[config.mk]
export PLATFORM = sky130hd
export DESIGN_NAME = regfile_wb_sched
export DESIGN_NICKNAME = d
export VERILOG_FILES = /design/src/rtl/regfile_wb_sched_pkg.sv /design/src/rtl/regfile_wb_sched_rr_arb2.sv /design/src/rtl/regfile_wb_sched.sv
export SDC_FILE = /design/constraint.sdc
export NUM_CORES = 1
export LEC_CHECK = 0
export CORE_ASPECT_RATIO = 1.25
export CORE_MARGIN = 3
export CORE_UTILIZATION = 45
export CTS_CLUSTER_SIZE = 12
export DETAILED_ROUTE_END_ITERATION = 7
export PLACE_DENSITY = 0.81
export SLEW_MARGIN = 20
export SYNTH_ARGS = -nofsm -noshare
export SYNTH_HDL_FRONTEND = slang
export SYNTH_HIERARCHICAL = 1
export SYNTH_SLANG_ARGS = --single-unit
[constraint.sdc]
create_clock -name Clk -period 2.5 [get_ports Clk]
set_input_delay 0.375 -clock Clk [delete_from_list [all_inputs] [get_ports Clk]]
set_output_delay 0.375 -clock Clk [all_outputs]
set_load 0.005 [all_outputs]
[src/rtl/regfile_wb_sched_pkg.sv]
// Shared register-file geometry and write-back arbitration types.
// Also used by the register file and the decoder.
package regfile_wb_sched_pkg;

  localparam int unsigned RF_DW   = 32;
  localparam int unsigned RF_AW   = 5;
  localparam int unsigned RF_NREG = 1 << RF_AW;
  localparam int unsigned RF_R0   = 0;

  // Round-robin pointer: which requester wins the next conflict.
  typedef enum logic {
    RR_A = 1'b0,
    RR_B = 1'b1
  } rr_side_e;

endpackage

[src/rtl/regfile_wb_sched_rr_arb2.sv]
// Two-way round-robin arbiter; grant is combinational, pointer moves only
// when both requesters are valid.
module rr_arb2
  import regfile_wb_sched_pkg::*;
(
  input  logic       clk_i,
  input  logic       rst_i,
  input  logic [1:0] req_i,
  output logic [1:0] gnt_c_o
);

  rr_side_e ptr_q, ptr_d;

  always_ff @(posedge clk_i) begin
    if (rst_i) begin
      ptr_q <= RR_A;
    end else begin
      ptr_q <= ptr_d;
    end
  end

  // On a conflict the named side wins and the pointer flips to the other.
  always_comb begin
    gnt_c_o = 2'b00;
    ptr_d   = ptr_q;
    unique case (req_i)
      2'b01: gnt_c_o = 2'b01;
      2'b10: gnt_c_o = 2'b10;
      2'b11: begin
        if (ptr_q == RR_A) begin
          gnt_c_o = 2'b01;
          ptr_d   = RR_B;
        end else begin
          gnt_c_o = 2'b10;
          ptr_d   = RR_A;
        end
      end
      default: gnt_c_o = 2'b00;
    endcase
  end

endmodule

[src/rtl/regfile_wb_sched.sv]
// Write-back scheduler: arbitrates ALU and load/mul write-backs onto the single
// register-file write port and tracks per-register pending-write busy bits.
module regfile_wb_sched
  import regfile_wb_sched_pkg::*;
#(
  parameter int unsigned DW = RF_DW,
  parameter int unsigned AW = RF_AW
) (
  input  logic          Clk,
  input  logic          Clr,
  input  logic          A_valid,
  input  logic [AW-1:0] A_reg,
  input  logic [DW-1:0] A_data,
  output logic          A_ready,
  input  logic          B_valid,
  input  logic [AW-1:0] B_reg,
  input  logic [DW-1:0] B_data,
  output logic          B_ready,
  input  logic          Rsv_en,
  input  logic [AW-1:0] Rsv_reg,
  input  logic [AW-1:0] Ra,
  input  logic [AW-1:0] Rb,
  output logic          Ra_busy,
  output logic          Rb_busy,
  output logic [AW-1:0] Wr,
  output logic [DW-1:0] D,
  output logic          We
);

  localparam int unsigned NREG = 1 << AW;
  localparam logic [AW-1:0] R0 = AW'(RF_R0);

  logic [1:0]      gnt;
  logic [AW-1:0]   wr_q, wr_d;
  logic [DW-1:0]   d_q, d_d;
  logic            we_q, we_d;
  logic [NREG-1:0] busy_q, busy_d;

  rr_arb2 u_arb (
    .clk_i   (Clk),
    .rst_i   (Clr),
    .req_i   ({B_valid, A_valid}),
    .gnt_c_o (gnt)
  );

  assign A_ready = gnt[0];
  assign B_ready = gnt[1];

  // Accepted write goes out next cycle; r0 writes are swallowed with We low.
  always_comb begin
    wr_d = wr_q;
    d_d  = d_q;
    we_d = 1'b0;
    if (gnt[1]) begin
      wr_d = B_reg;
      d_d  = B_data;
      we_d = (B_reg != R0);
    end else if (gnt[0]) begin
      wr_d = A_reg;
      d_d  = A_data;
      we_d = (A_reg != R0);
    end
  end

  // Commit clears first so a same-edge reservation of that register wins.
  always_comb begin
    busy_d = busy_q;
    if (we_q) begin
      busy_d[wr_q] = 1'b0;
    end
    if (Rsv_en && (Rsv_reg != R0)) begin
      busy_d[Rsv_reg] = 1'b1;
    end
  end

  always_ff @(posedge Clk) begin
    if (Clr) begin
      wr_q   <= '0;
      d_q    <= '0;
      we_q   <= 1'b0;
      busy_q <= '0;
    end else begin
      wr_q   <= wr_d;
      d_q    <= d_d;
      we_q   <= we_d;
      busy_q <= busy_d;
    end
  end

  assign Ra_busy = (Ra != R0) && busy_q[Ra];
  assign Rb_busy = (Rb != R0) && busy_q[Rb];

  assign Wr = wr_q;
  assign D  = d_q;
  assign We = we_q;

endmodule

==> results.json <==
{
  "hold_buffers": 0,
  "pre_cts_slack_ns": -0.5917,
  "syn_area_per_cell_um2": 8.598,
  "initial_core_util": 0.4630,
  "wl_mm": 11.33,
  "p_comb_frac": 0.209,
  "status": "completed",
  "clkSinkCount": 71,
  "leakagePower_uw": 0.002086,
  "die_y_um": 106.4,
  "htreeDepth": 3,
  "power_density_mw_per_mm2": 512.0,
  "fin_skew_ns": 0.008821,
  "crit_required_ns": 2.12,
  "crit_start": "Rb[1]",
  "synth_area_leader_cell": "dfxtp_1",
  "p_sw_uw": 736.8,
  "drc_errors": 0,
  "synth_commonest_cells": "81 x nor2_1, 71 x dfxtp_1, 69 x a21oi_1",
  "max_slew.worst_pin.slew_ns": 0.6938,
  "io_buffers": 135,
  "r2r_cells": 6,
  "cp.arrival_ns": 2.04,
  "ant_nets": 0,
  "routed-wl-met3_mm": 1.373,
  "wl_met1_mm": 4.025,
  "p_int_uw": 1981,
  "place_inst": 639,
  "worst_slack_ns": 0.08114,
  "synth_nets": 516,
  "synth-seq-area-share": 0.3917,
  "rsz0062_at_grt": "no",
  "antennaDiodeCount": 0,
  "die-area_mm2": 0.009183,
  "cts_buffers": 9,
  "clockRootBuffer": "clkbuf_8",
  "nets": 651,
  "synth.most_common_cell": "nor2_1",
  "slew-limit-headroom": 0.5374,
  "worst-path-max-fanout": 4,
  "synth_edf_count": 0,
  "hp-class": "input pin to register",
  "finalHoldViolCount": 0,
  "grt_pass1_wl_mm": 18.22,
  "synth_area_leaders": "dfxtp_1 39%, mux2i_1 12%, a21oi_1 9.5%",
  "drive_gt1_frac": 0.1085,
  "firstDrtPassIters": 5,
  "critPathKind": "input pin to primary output",
  "dieWidth_um": 86.32,
  "dr_wl_met2_mm": 5.490,
  "ys_types": 32,
  "cp-end-kind": "primary output",
  "syn_to_final_growth_pct": 46.31,
  "timing.final.max_slew_violations": 0,
  "async_flop_share": 0,
  "grt_max_degree": 77,
  "clkTransAtPathRegs_ns": 0.08,
  "num_rows": 36,
  "whs_path_depth": 2,
  "synth_warnings": 6,
  "max_cap_violations": 0,
  "synthCells": 422,
  "avgRoutedWirePerCell_um": 17.25,
  "r2r-start": "u_arb/ptr_q",
  "synth_top_area_share": 0.3917,
  "hold_start": "Clr",
  "top_layer": "met4",
  "p_seq_frac": 0.454,
  "fillers": 632,
  "ys_seq_elements": 71,
  "finalWeightedCongestion": 1.049,
  "start_kind": "input pin",
  "swShare": 0.2711,
  "vias": 3735,
  "viasPerCell": 5.685,
  "clock_latency_ns": 0.34,
  "setup_viol_count_final": 0,
  "finalCriticalPeriod_ns": 2.419,
  "fin_crit_sh": 0.9675,
  "synth_ff_type": "dfxtp_1",
  "ir_drop_v": 0.0004502,
  "fmax_mhz": 413.4,
  "drtIter0Drc": 293,
  "io_pins": 136,
  "whs_ns": 0.4470,
  "tns_ns": 0,
  "pwr-share-clk": 0.337,
  "core-area_mm2": 0.007838,
  "overflow": 0,
  "stdcell_count": 657,
  "grt_pass1_vias": 3852,
  "cts_buffer_depth": 2,
  "cts_tree": "done",
  "synth_area_mm2": 0.003628,
  "post-dp-hpwl_mm": 8.468,
  "grtUsageTotal": 0.2498,
  "antenna_found_initial": 0
}
==> stage by stage <==
| stage | util | area [um2] | total power (uW) |
|---|---|---|---|
| final | 0.6774 | 5309 | 2718 |
| after global routing | 0.6774 | 5309 | 2839 |
| after CTS | 0.6791 | 5323 | 2733 |
| after detailed placement | 0.6518 | 5109 | 1823 |
| after global placement | 0.6518 | 5109 | 1809 |
| after floorplan | - | 3628 | 1498 |
==> path summary, 6_finish.rpt <==
path,endpoint,slack (ns)
worst max-delay path,Rb_busy,0.08
worst min-delay path,D[24],0.45
worst max register to register,Wr[3],0.79
worst min register to register,busy_q[0],0.48
==> cells by family (layout without fill, tap and decap cells) <==
group,Yosys count,in the layout,synth area share
flip-flops,71,71,0.3917
AND/OR/NAND/NOR,151,151,0.1859
multiplexers,61,61,0.2279
buffers and inverters,31,171,0.03827
AO/OA/AOI/OAI,108,108,0.1562
==> timing repair <==
action / in CTS / in global routing
setup endpoints to repair: 2 / 1
cloned: 0 / 0
setup buffers: 2 / 0
pin swaps: 0 / 0
resized for setup: 19 / 3
==> placed cells by master, fill, tap and decap left out, types with 2 or more instances in the layout <==
master,count
clkinv_2,3
nor3b_1,7
nand3_1,3
or3b_2,3
mux4_1,6
dfxtp_2,3
a21boi_4,2
a21oi_1,69
dfxtp_1,68
mux4_2,9
nor3_1,4
clkbuf_2,2
nor2_1,81
mux2i_1,44
clkdlybuf4s15_2,3
clkinv_4,2
o21ai_0,31
clkbuf_8,9
mux2_2,2
dlygate4sd2_1,3
and3_1,2
nand2_1,37
clkdlybuf4s50_1,126
buf_4,19
nand3b_1,7
and3b_1,3
==> worst max-delay path, stage by stage <==
cell and delay, ns:
clkdlybuf4s15_2 0.24, mux4_1 0.56, mux2i_1 0.15, nor3b_1 0.07
or4_1 0.52, clkbuf_2 0.13
==> routing by layer <==
metal	vias to the layer above	GRT usage
met4	0	0.1136
met3	54	0.1023
met1	1694	0.2695
met5	-	0
li1	1764	-
met2	223	0.4228
==> final cells by class <==
cell class              instances  area [um2]  area share
multi-input cells             320        2087      0.3931
repair buffers                154        1479      0.2786
flip-flops and latches         71        1425      0.2684
clock buffers                   9       123.9     0.02333
well taps                      95       118.9     0.02239
clock inverters                 7       71.32     0.01343
inverters                       1       3.754   0.0007070
==> power groups by stage <==
stage / registers, uW / logic (uW) / clock network (uW)
floorplan: 1250 / 251 / 0
global placement: 1250 / 555 / 0
detailed placement: 1260 / 568 / 0
CTS: 1230 / 569 / 932
global route: 1240 / 620 / 979
finish: 1230 / 568 / 917
==> flip-flops by register name, indices dropped and copies added (netlist names) <==
register	cells
We	1
D	32
u_arb/ptr_q	1
Wr	5
busy_q	32
No activity file was read; power rests on OpenSTA's default activity.
